`config.mk`:
```
export PLATFORM = sky130hd
export DESIGN_NAME = hilo_mdu
export DESIGN_NICKNAME = d
export VERILOG_FILES = /design/src/rtl/mdu_pkg.sv /design/src/rtl/mdu_div_iter.sv /design/src/rtl/hilo_mdu.sv
export SDC_FILE = /design/constraint.sdc
export NUM_CORES = 2
export LEC_CHECK = 0
export CAP_MARGIN = 15
export CORE_ASPECT_RATIO = 0.8
export CORE_MARGIN = 2
export CORE_UTILIZATION = 55
export CTS_BUF_LIST = sky130_fd_sc_hd__clkbuf_16
export CTS_CLUSTER_SIZE = 8
export DETAILED_ROUTE_END_ITERATION = 10
export GPL_TIMING_DRIVEN = 0
export PLACE_DENSITY = 0.71
export SETUP_SLACK_MARGIN = 0.3
export SLEW_MARGIN = 20
export SYNTH_ARGS = -nofsm -noshare
export SYNTH_HDL_FRONTEND = slang
export SYNTH_SLANG_ARGS = --single-unit
```
`constraint.sdc`:
```
create_clock -name clk -period 14.1 [get_ports clk]
set_input_delay 2.82 -clock clk [delete_from_list [all_inputs] [get_ports clk]]
set_output_delay 2.82 -clock clk [all_outputs]
set_load 0.005 [all_outputs]
```
`src/rtl/mdu_pkg.sv`:
```
// rtl/mdu_pkg.sv - shared types and defaults for the HI/LO multiply-divide unit
package mdu_pkg;

    localparam int MDU_XLEN = 32;

    typedef enum logic [2:0] {
        OP_NONE  = 3'd0,
        OP_MULT  = 3'd1,
        OP_MULTU = 3'd2,
        OP_DIV   = 3'd3,
        OP_DIVU  = 3'd4,
        OP_MTHI  = 3'd5,
        OP_MTLO  = 3'd6
    } mdu_op_t;

    typedef enum logic [1:0] {
        S_IDLE,
        S_MUL,
        S_DIV,
        S_FIX
    } mdu_state_t;

endpackage

```
`src/rtl/mdu_div_iter.sv`:
```
// rtl/mdu_div_iter.sv - restoring unsigned divider, one quotient bit per step
module mdu_div_iter #(
    parameter int XLEN = 32
) (
    input  logic            clk,
    input  logic            rst,
    input  logic            start_i,
    input  logic            step_i,
    input  logic [XLEN-1:0] dividend_i,
    input  logic [XLEN-1:0] divisor_i,
    output logic [XLEN-1:0] quo_o,
    output logic [XLEN-1:0] rem_o,
    output logic            last_o
);

    localparam int CW = $clog2(XLEN);

    logic [CW-1:0]   cnt;
    logic [XLEN-1:0] quo;
    logic [XLEN-1:0] rem;
    logic [XLEN-1:0] dvs;
    logic [XLEN:0]   shifted;
    logic [XLEN:0]   diff;

    // quo doubles as the dividend shift register; its MSB feeds the partial remainder
    always_comb begin
        shifted = {rem, quo[XLEN-1]};
        diff    = shifted - {1'b0, dvs};
    end

    always_ff @(posedge clk or posedge rst) begin
        if (rst) begin
            cnt <= '0;
            quo <= '0;
            rem <= '0;
            dvs <= '0;
        end else if (start_i) begin
            cnt <= '0;
            quo <= dividend_i;
            rem <= '0;
            dvs <= divisor_i;
        end else if (step_i) begin
            if (!diff[XLEN]) begin
                rem <= diff[XLEN-1:0];
                quo <= {quo[XLEN-2:0], 1'b1};
            end else begin
                rem <= shifted[XLEN-1:0];
                quo <= {quo[XLEN-2:0], 1'b0};
            end
            cnt <= cnt + CW'(1);
        end
    end

    assign quo_o  = quo;
    assign rem_o  = rem;
    assign last_o = (cnt == CW'(XLEN - 1));

endmodule

```
`src/rtl/hilo_mdu.sv`:
```
// rtl/hilo_mdu.sv - HI/LO multiply-divide unit with pipelined multiply and iterative divide
module hilo_mdu
    import mdu_pkg::*;
#(
    parameter int XLEN    = MDU_XLEN,
    parameter int MUL_LAT = 3
) (
    input  logic              clk,
    input  logic              rst,
    input  logic              flush_i,
    input  logic              op_valid_i,
    input  mdu_op_t           op_i,
    input  logic [XLEN-1:0]   src_a,
    input  logic [XLEN-1:0]   src_b,
    input  logic              rd_hilo_i,
    output logic [2*XLEN-1:0] hilo_o,
    output logic              busy_o,
    output logic              stall_o,
    output logic              done_o
);

    mdu_state_t        state;
    logic [3:0]        mul_cnt;
    logic [2*XLEN-1:0] mul_pipe [MUL_LAT];
    logic [2*XLEN-1:0] mul_a;
    logic [2*XLEN-1:0] mul_b;
    logic [2*XLEN-1:0] mul_prod;
    logic [2*XLEN-1:0] hilo_q;
    logic [XLEN-1:0]   a_mag;
    logic [XLEN-1:0]   b_mag;
    logic [XLEN-1:0]   a_raw;
    logic [XLEN-1:0]   div_quo;
    logic [XLEN-1:0]   div_rem;
    logic [XLEN-1:0]   quo_fix;
    logic [XLEN-1:0]   rem_fix;
    logic              accept;
    logic              is_div;
    logic              a_neg;
    logic              b_neg;
    logic              b_zero;
    logic              div_start;
    logic              div_last;
    logic              neg_q;
    logic              neg_r;
    logic              div0;
    logic              busy_q;
    logic              done_q;

    always_comb begin
        accept    = (state == S_IDLE) && op_valid_i && !flush_i && (op_i != OP_NONE);
        is_div    = (op_i == OP_DIV) || (op_i == OP_DIVU);
        a_neg     = (op_i == OP_DIV) && src_a[XLEN-1];
        b_neg     = (op_i == OP_DIV) && src_b[XLEN-1];
        a_mag     = a_neg ? -src_a : src_a;
        b_mag     = b_neg ? -src_b : src_b;
        b_zero    = (src_b == '0);
        div_start = accept && is_div && !b_zero;
        // a 2*XLEN-wide product of extended operands is exact for both signednesses
        mul_a     = (op_i == OP_MULT) ? {{XLEN{src_a[XLEN-1]}}, src_a} : {{XLEN{1'b0}}, src_a};
        mul_b     = (op_i == OP_MULT) ? {{XLEN{src_b[XLEN-1]}}, src_b} : {{XLEN{1'b0}}, src_b};
        mul_prod  = mul_a * mul_b;
        quo_fix   = neg_q ? -div_quo : div_quo;
        rem_fix   = neg_r ? -div_rem : div_rem;
    end

    mdu_div_iter #(
        .XLEN(XLEN)
    ) u_div_iter (
        .clk        (clk),
        .rst        (rst),
        .start_i    (div_start),
        .step_i     (state == S_DIV),
        .dividend_i (a_mag),
        .divisor_i  (b_mag),
        .quo_o      (div_quo),
        .rem_o      (div_rem),
        .last_o     (div_last)
    );

    always_ff @(posedge clk or posedge rst) begin
        if (rst) begin
            for (int i = 0; i < MUL_LAT; i++) mul_pipe[i] <= '0;
        end else begin
            if (accept) mul_pipe[0] <= mul_prod;
            for (int i = 1; i < MUL_LAT; i++) mul_pipe[i] <= mul_pipe[i-1];
        end
    end

    always_ff @(posedge clk or posedge rst) begin
        if (rst) begin
            state   <= S_IDLE;
            busy_q  <= 1'b0;
            done_q  <= 1'b0;
            hilo_q  <= '0;
            mul_cnt <= '0;
            neg_q   <= 1'b0;
            neg_r   <= 1'b0;
            div0    <= 1'b0;
            a_raw   <= '0;
        end else begin
            done_q <= 1'b0;
            case (state)
                S_IDLE: begin
                    if (accept) begin
                        case (op_i)
                            OP_MTHI: hilo_q[2*XLEN-1:XLEN] <= src_a;
                            OP_MTLO: hilo_q[XLEN-1:0]      <= src_a;
                            OP_MULT, OP_MULTU: begin
                                state   <= S_MUL;
                                busy_q  <= 1'b1;
                                mul_cnt <= '0;
                            end
                            OP_DIV, OP_DIVU: begin
                                state  <= b_zero ? S_FIX : S_DIV;
                                busy_q <= 1'b1;
                                neg_q  <= a_neg ^ b_neg;
                                neg_r  <= a_neg;
                                div0   <= b_zero;
                                a_raw  <= src_a;
                            end
                            default: ;
                        endcase
                    end
                end
                S_MUL: begin
                    // a flush landing on the commit edge does not cancel the commit
                    if (mul_cnt == 4'(MUL_LAT - 1)) begin
                        hilo_q <= mul_pipe[MUL_LAT-1];
                        done_q <= 1'b1;
                        busy_q <= 1'b0;
                        state  <= S_IDLE;
                    end else if (flush_i) begin
                        busy_q <= 1'b0;
                        state  <= S_IDLE;
                    end else begin
                        mul_cnt <= mul_cnt + 4'd1;
                    end
                end
                S_DIV: begin
                    if (flush_i) begin
                        busy_q <= 1'b0;
                        state  <= S_IDLE;
                    end else if (div_last) begin
                        state <= S_FIX;
                    end
                end
                S_FIX: begin
                    hilo_q <= div0 ? {a_raw, {XLEN{1'b1}}} : {rem_fix, quo_fix};
                    done_q <= 1'b1;
                    busy_q <= 1'b0;
                    state  <= S_IDLE;
                end
                default: begin
                    busy_q <= 1'b0;
                    state  <= S_IDLE;
                end
            endcase
        end
    end

    assign hilo_o  = hilo_q;
    assign busy_o  = busy_q;
    assign done_o  = done_q;
    assign stall_o = busy_q & (rd_hilo_i | (op_valid_i & (op_i != OP_NONE))) & ~flush_i;

endmodule

```
; ---- After elaboration in Yosys (flattened, before gate mapping)
; Index checks and enable logic that the tools add are counted.
[word_totals]
regBits = 400
out_inout_bits = 67
input_bits = 72
elab_cells = 118
[op_classes]
n_mul = 1
n_bitwise = 6
addsub = 7
reduce_logical = 25
n_eq_ne = 22
n_mux = 40
[ops]
columns = op, n
row1 = $mux 32, 11
row2 = $mux 64, 5
row3 = $pmux 64 s3, 1
row4 = $neg 32->32, 4
row5 = $mul 64x64->64, 1
row6 = $sub 33x32->33, 1
row7 = $logic_not 32->1, 1
row8 = $mux 4, 4
row9 = $reduce_and 4->1, 3
row10 = $mux 2, 5
row11 = $mux 5, 2
row12 = $ne 2x2->1 const B, 5
row13 = $eq 3x3->1 const B, 3
row14 = $pmux 2 s4, 1
row15 = $pmux 4 s2, 1
row16 = $logic_and 1x1->1, 7
row17 = $mux 1, 7
row18 = $eq 3x2->1 const B, 2
row19 = $ne 2x1->1 const B, 3
row20 = $ne 3x3->1 const B, 2
row21 = $reduce_bool 3->1, 2
row22 = $add 5x1->5 const B, 1
row23 = $eq 5x5->1 const B, 1
row24 = $reduce_and 5->1, 1
row25 = other kinds (21), 27

; ---- Depth between registers and ports, before layout
[logic_depth]
word_depth = 7
depth_mapped = 36
mapped_depth_nobuf = 33

; ---- By module
; Synthesis repeated with hierarchy kept, for this count alone.
[unflattened]
hier_cells = 7145
area_unflattened_um2 = 67374.6
[by_module_without_submodules]
columns = mod, seq_area_each_um2, area_per_inst_um2, instances, cells_each
row1 = hilo_mdu, 7482.2, 60788.3, 1, 6402
row2 = mdu_div_iter, 2527.4, 6586.3, 1, 743

; ---- Worst setup path before layout
; OpenSTA, ideal clock, no wires.
[synth_path]
path_kind = input to register
startpoint = input port op_i[0]
endpoint = register mul_pipe[191] in the netlist's numbering
required_ns = 13.972
n_path_buf = 4
slack_ns = 1.951
setup_ns = 0.128
arrival_ns = 12.021
stages = 30
path_cell_list = clkbuf_1 > nor4bb_1 > clkbuf_1 > clkbuf_1 > nand2_1 > fa_1 > inv_1 > fa_1 > fa_1 > inv_1 > fa_1 > inv_1 > fa_1 > fa_1 > fa_1 > fa_1 > fa_1 > fa_1 > ha_1 > clkbuf_1 > and3_1 > nand4_1 > nor2_1 > nand4_1 > a21oi_1 > a211oi_1 > a21oi_1 > a2111oi_0 > nor3_1 > nand3b_1
[synth_between]
elab_chain_len = 3
elab_cells_between_ends = 6
classes_between = mul (1) / eq/ne (1) / mux (2) / reduce/logical (2)
[synth_lines]
columns = element, line
row1 = from (decl), hilo_mdu.sv:12  ; input mdu_op_t op_i,
row2 = $eq 3x1->1, "hilo_mdu.sv:59, hilo_mdu.sv:60"
row3 = "$mux 64, on equally long branches", "hilo_mdu.sv:59, hilo_mdu.sv:60"
row4 = $mul 64x64->64, hilo_mdu.sv:61  ; mul_prod = mul_a * mul_b;
row5 = to (decl), hilo_mdu.sv:24  ; logic [2*XLEN-1:0] mul_pipe [MUL_LAT];
; Several ways; a longest one is shown, not always the timed one.
; A chain may end at the register's enable or synchronous reset.

; ---- Worst setup path after layout
[layout_path]
startpoint = input port src_a[4]
endpoint = register mul_pipe[186] in the netlist's numbering
[layout_between]
elab_chain_len = 2
[layout_lines]
columns = element, line
row1 = from (decl), hilo_mdu.sv:13  ; input logic [XLEN-1:0] src_a,
row2 = $mux 64, hilo_mdu.sv:59  ; mul_a = (op_i == OP_MULT) ? {{XLEN{src_a[XLEN-1]}}, src_a} : {{XLEN{1'b0}}, src_a};
row3 = $mul 64x64->64, hilo_mdu.sv:61
; Every way passes these cells.

==> summary.txt <==
Flow run
  – Max-Cap Viols: 0

Worst setup path
  – Startpoint class of the critical path: primary input
  – Most common cell on crit path: fa_1
  – Crit path max fanout: 10
  – Worst path top cell family by delay: adder cells
  – Slowest-stage cell, CP: clkbuf_1
  – Crit end category: register
  – CP bufs+invs: 9
  – Max incr delay on CP: 0.96 ns
  – Worst Path Arrival: 13.96 ns
  – Critical path class: in2reg
  – Worst path required time: 14.55 ns

GRT
  – Vias in the first global route: 54380
  – Largest net degree at the start of global routing: 36
  – Total grt overflow: 0
  – GRT Total Usage: 0.406
  – Initial antenna violation count: 43
  – First-pass GRT wire length: 360000 um

Floorplanning
  – Rows: 114
  – Starting Density: 0.553
  – Die height: 315 um
  – Die width: 393 um
  – Die area: 124000 um^2
  – I/O Pins: 139
  – Core area: 121000 um^2

Placed design
  – RD Place Congestion: 1.02
  – Pre-CTS setup slack: -0.695 ns
  – Placed Cells: 8881
  – DP Wirelength: 204000 um
  – IO buf count: 97

Final layout
  – Fraction of layout instances using a drive strength above 1: 0.0235
  – Util after Layout: 0.595
  – Non-filler cells, final: 8972
  – Synth-to-Final Area Change: 7.66%
  – Number of nets in the layout: 9155

CTS
  – Root Driver: clkbuf_16
  – Clk_lat worst skew: 0.62 ns
  – Clk sinks: 400
  – TritonCTS clock tree: yes
  – Worst-path clk slew: 0.05 ns
  – Htree depth: 2
  – Maximum clock path buffer count: 3
  – Setup repair bufs after CTS: 0
  – CTS buffer count: 55

STA
  – Fin worst setup slack: 0.594 ns
  – Final setup vio count: 0
  – Unrepaired setup endpoints after global routing: no
  – Worst Hold Slack: 0.323 ns
  – Tmin final: 13.51 ns
  – Hold violation count in the final report: 0
  – Fmax: 74.0 MHz
  – Final Slew Violations: 0
  – Worst Skew: 0.0310 ns
  – Max-slew headroom: 0.146
  – Final period utilization: 0.958
  – Slew at the pin with the worst max-slew slack: 1.28 ns

Synth
  – Synth top area share: 0.427
  – FF+latch count, synth: 400
  – Yosys top cell by area: fa_1
  – EDFF count, synth: 0
  – Mapped Nets: 8978
  – Top_reg_cell synth: dfrtp_1
  – Gate Count Post-Synth: 7137
  – Synthesized area per cell: 9.33 um^2
  – Sequential fraction of the synthesis area: 0.150
  – Mapped cell area: 66600 um^2
  – Warnings from Yosys: 0
  – Unique masters post-synth: 73
  – Asr flop ratio synth: 1.00
  – Top cells by area, synth: fa_1 (43%), dfrtp_1 (15%), inv_1 (8.8%)

Routing
  – Initial drt markers: 6323
  – DRC: 0
  – Via Count: 53212
  – Via density: 5.93
  – Routed Antenna Nets: 0
  – Drt first pass iters: 6
  – Final wirelength: 245000 um
  – WL/cell: 27.4 um

Worst hold path
  – Hold Crit Class: reg2reg

Outcome
  – Status: finished, final reports clean
[cell type report]
type	count	area, um^2
Antenna cell	33	82.6
Buffer	405	1600
Clock buffer	55	1380
Clock inverter	3	68.8
Fill cell	10427	48800
Inverter	1565	5880
Multi-Input combinational cell	4767	49300
Sequential cell	400	10000
Tap cell	1624	2030
Timing Repair Buffer	120	1400
[metal layers]
metal / track usage / part of all wire / vias up / wire (um)
met3: 0.139 / 0.14 / 742 / 35000
met1: 0.543 / 0.37 / 26971 / 91400
met2: 0.581 / 0.42 / 3748 / 102000
met5: 0 / 0.00070 / - / 172
li1: - / - / 21741 / -
met4: 0.228 / 0.067 / 10 / 16500
[timing repair]
action                                  in CTS  in global routing
hold buffers                                 0                  0
endpoints found under the setup margin       6                 14
gates resized for setup                      3                  5
[Yosys cell counts, types with 29 or more instances]
cell type	number
mux2i_1	40
o31ai_1	37
clkbuf_1	348
buf_1	55
inv_1	1564
nand3_1	65
nand2_1	1070
a31oi_1	47
xnor2_1	160
ha_1	347
and2_1	416
a21o_1	52
fa_1	1422
nor3_1	29
xor2_1	103
nor2_1	175
dfrtp_1	400
a21oi_1	150
o21ai_0	299
[cells by family (layout without fill, tap and decap cells)]
kind of cell	after synthesis	after routing	synth area share
compound gates	793	793	0.0744
simple gates	1898	1898	0.131
other cells	0	33	0
buf+inv	1970	2148	0.111
mux	40	40	0.00601
xor+xnor	263	263	0.0346
fa+ha+maj	1773	1773	0.493
flops	400	400	0.150
[stage by stage]
stage	setup TNS (ns)	instance area, um^2
after floorplan	0	66600
after global placement	-41.89	69600
after detailed placement	-4.87	70200
after CTS	0	71600
after global routing	0	71700
final	0	71700
[state kept, by name, summed over array words and instances (netlist names)]
signal and flops:
div0 1, neg_r 1, u_div_iter.cnt 5, u_div_iter.rem_o 32, u_div_iter.dvs 32, done_o 1, neg_q 1, state 2
busy_o 1, mul_cnt 4, a_raw 32, hilo_o 64, mul_pipe 192, u_div_iter.quo_o 32
[cell usage in the layout, fill, tap and decap left out, types with 24 or more instances in the layout]
master,n
inv_1,1562
fa_1,1421
nand2_1,1069
and2_1,416
dfrtp_1,400
ha_1,347
o21ai_0,299
clkbuf_1,293
nor2_1,174
xnor2_1,160
a21oi_1,150
xor2_1,103
clkdlybuf4s50_1,97
nand3_1,65
clkbuf_2,58
clkbuf_16,55
a21o_1,52
buf_1,51
a31oi_1,47
mux2i_1,40
o31ai_1,36
diode_2,33
nor3_1,29
o21a_1,28
o221ai_1,24
[worst register-to-register path, cell delays in order (launching register included)]
cell and delay (ns):
dfrtp_1 0.38, inv_1 0.20, ha_1 0.23, inv_1 0.06, fa_1 0.44, a211oi_1 0.40, o211ai_1 0.19, a31o_2 0.29
a21boi_1 0.42, o211a_1 0.23, o21ai_0 0.09, o211ai_1 0.11, clkbuf_1 0.50, buf_1 0.70, mux2i_1 0.31, o21ai_0 0.12
[final timing paths]
path / slack (ns) / end / from / cells after the start
worst max-delay path: 0.59 / mul_pipe[186]$_DFFE_PP0P_ / src_a[4] / 31
worst min-delay path: 0.32 / mul_pipe[2]$_DFF_PP0_ / mul_pipe[66]$_DFF_PP0_ / 0
worst max register to register: 9.30 / u_div_iter.rem_o[24]$_DFFE_PP0P_ / u_div_iter.quo_o[31]$_DFFE_PP0P_ / 15
worst min register to register: 0.32 / mul_pipe[2]$_DFF_PP0_ / mul_pipe[66]$_DFF_PP0_ / 0
max in group asynchronous: 10.09 / a_raw[29]$_DFFE_PP0P_ / rst / 6
min in group asynchronous: 2.67 / hilo_o[1]$_DFFE_PP0P_ / rst / 2
Power is not shown: default switching activity piles up to over one toggle a cycle in this logic, so the estimate is an artifact.
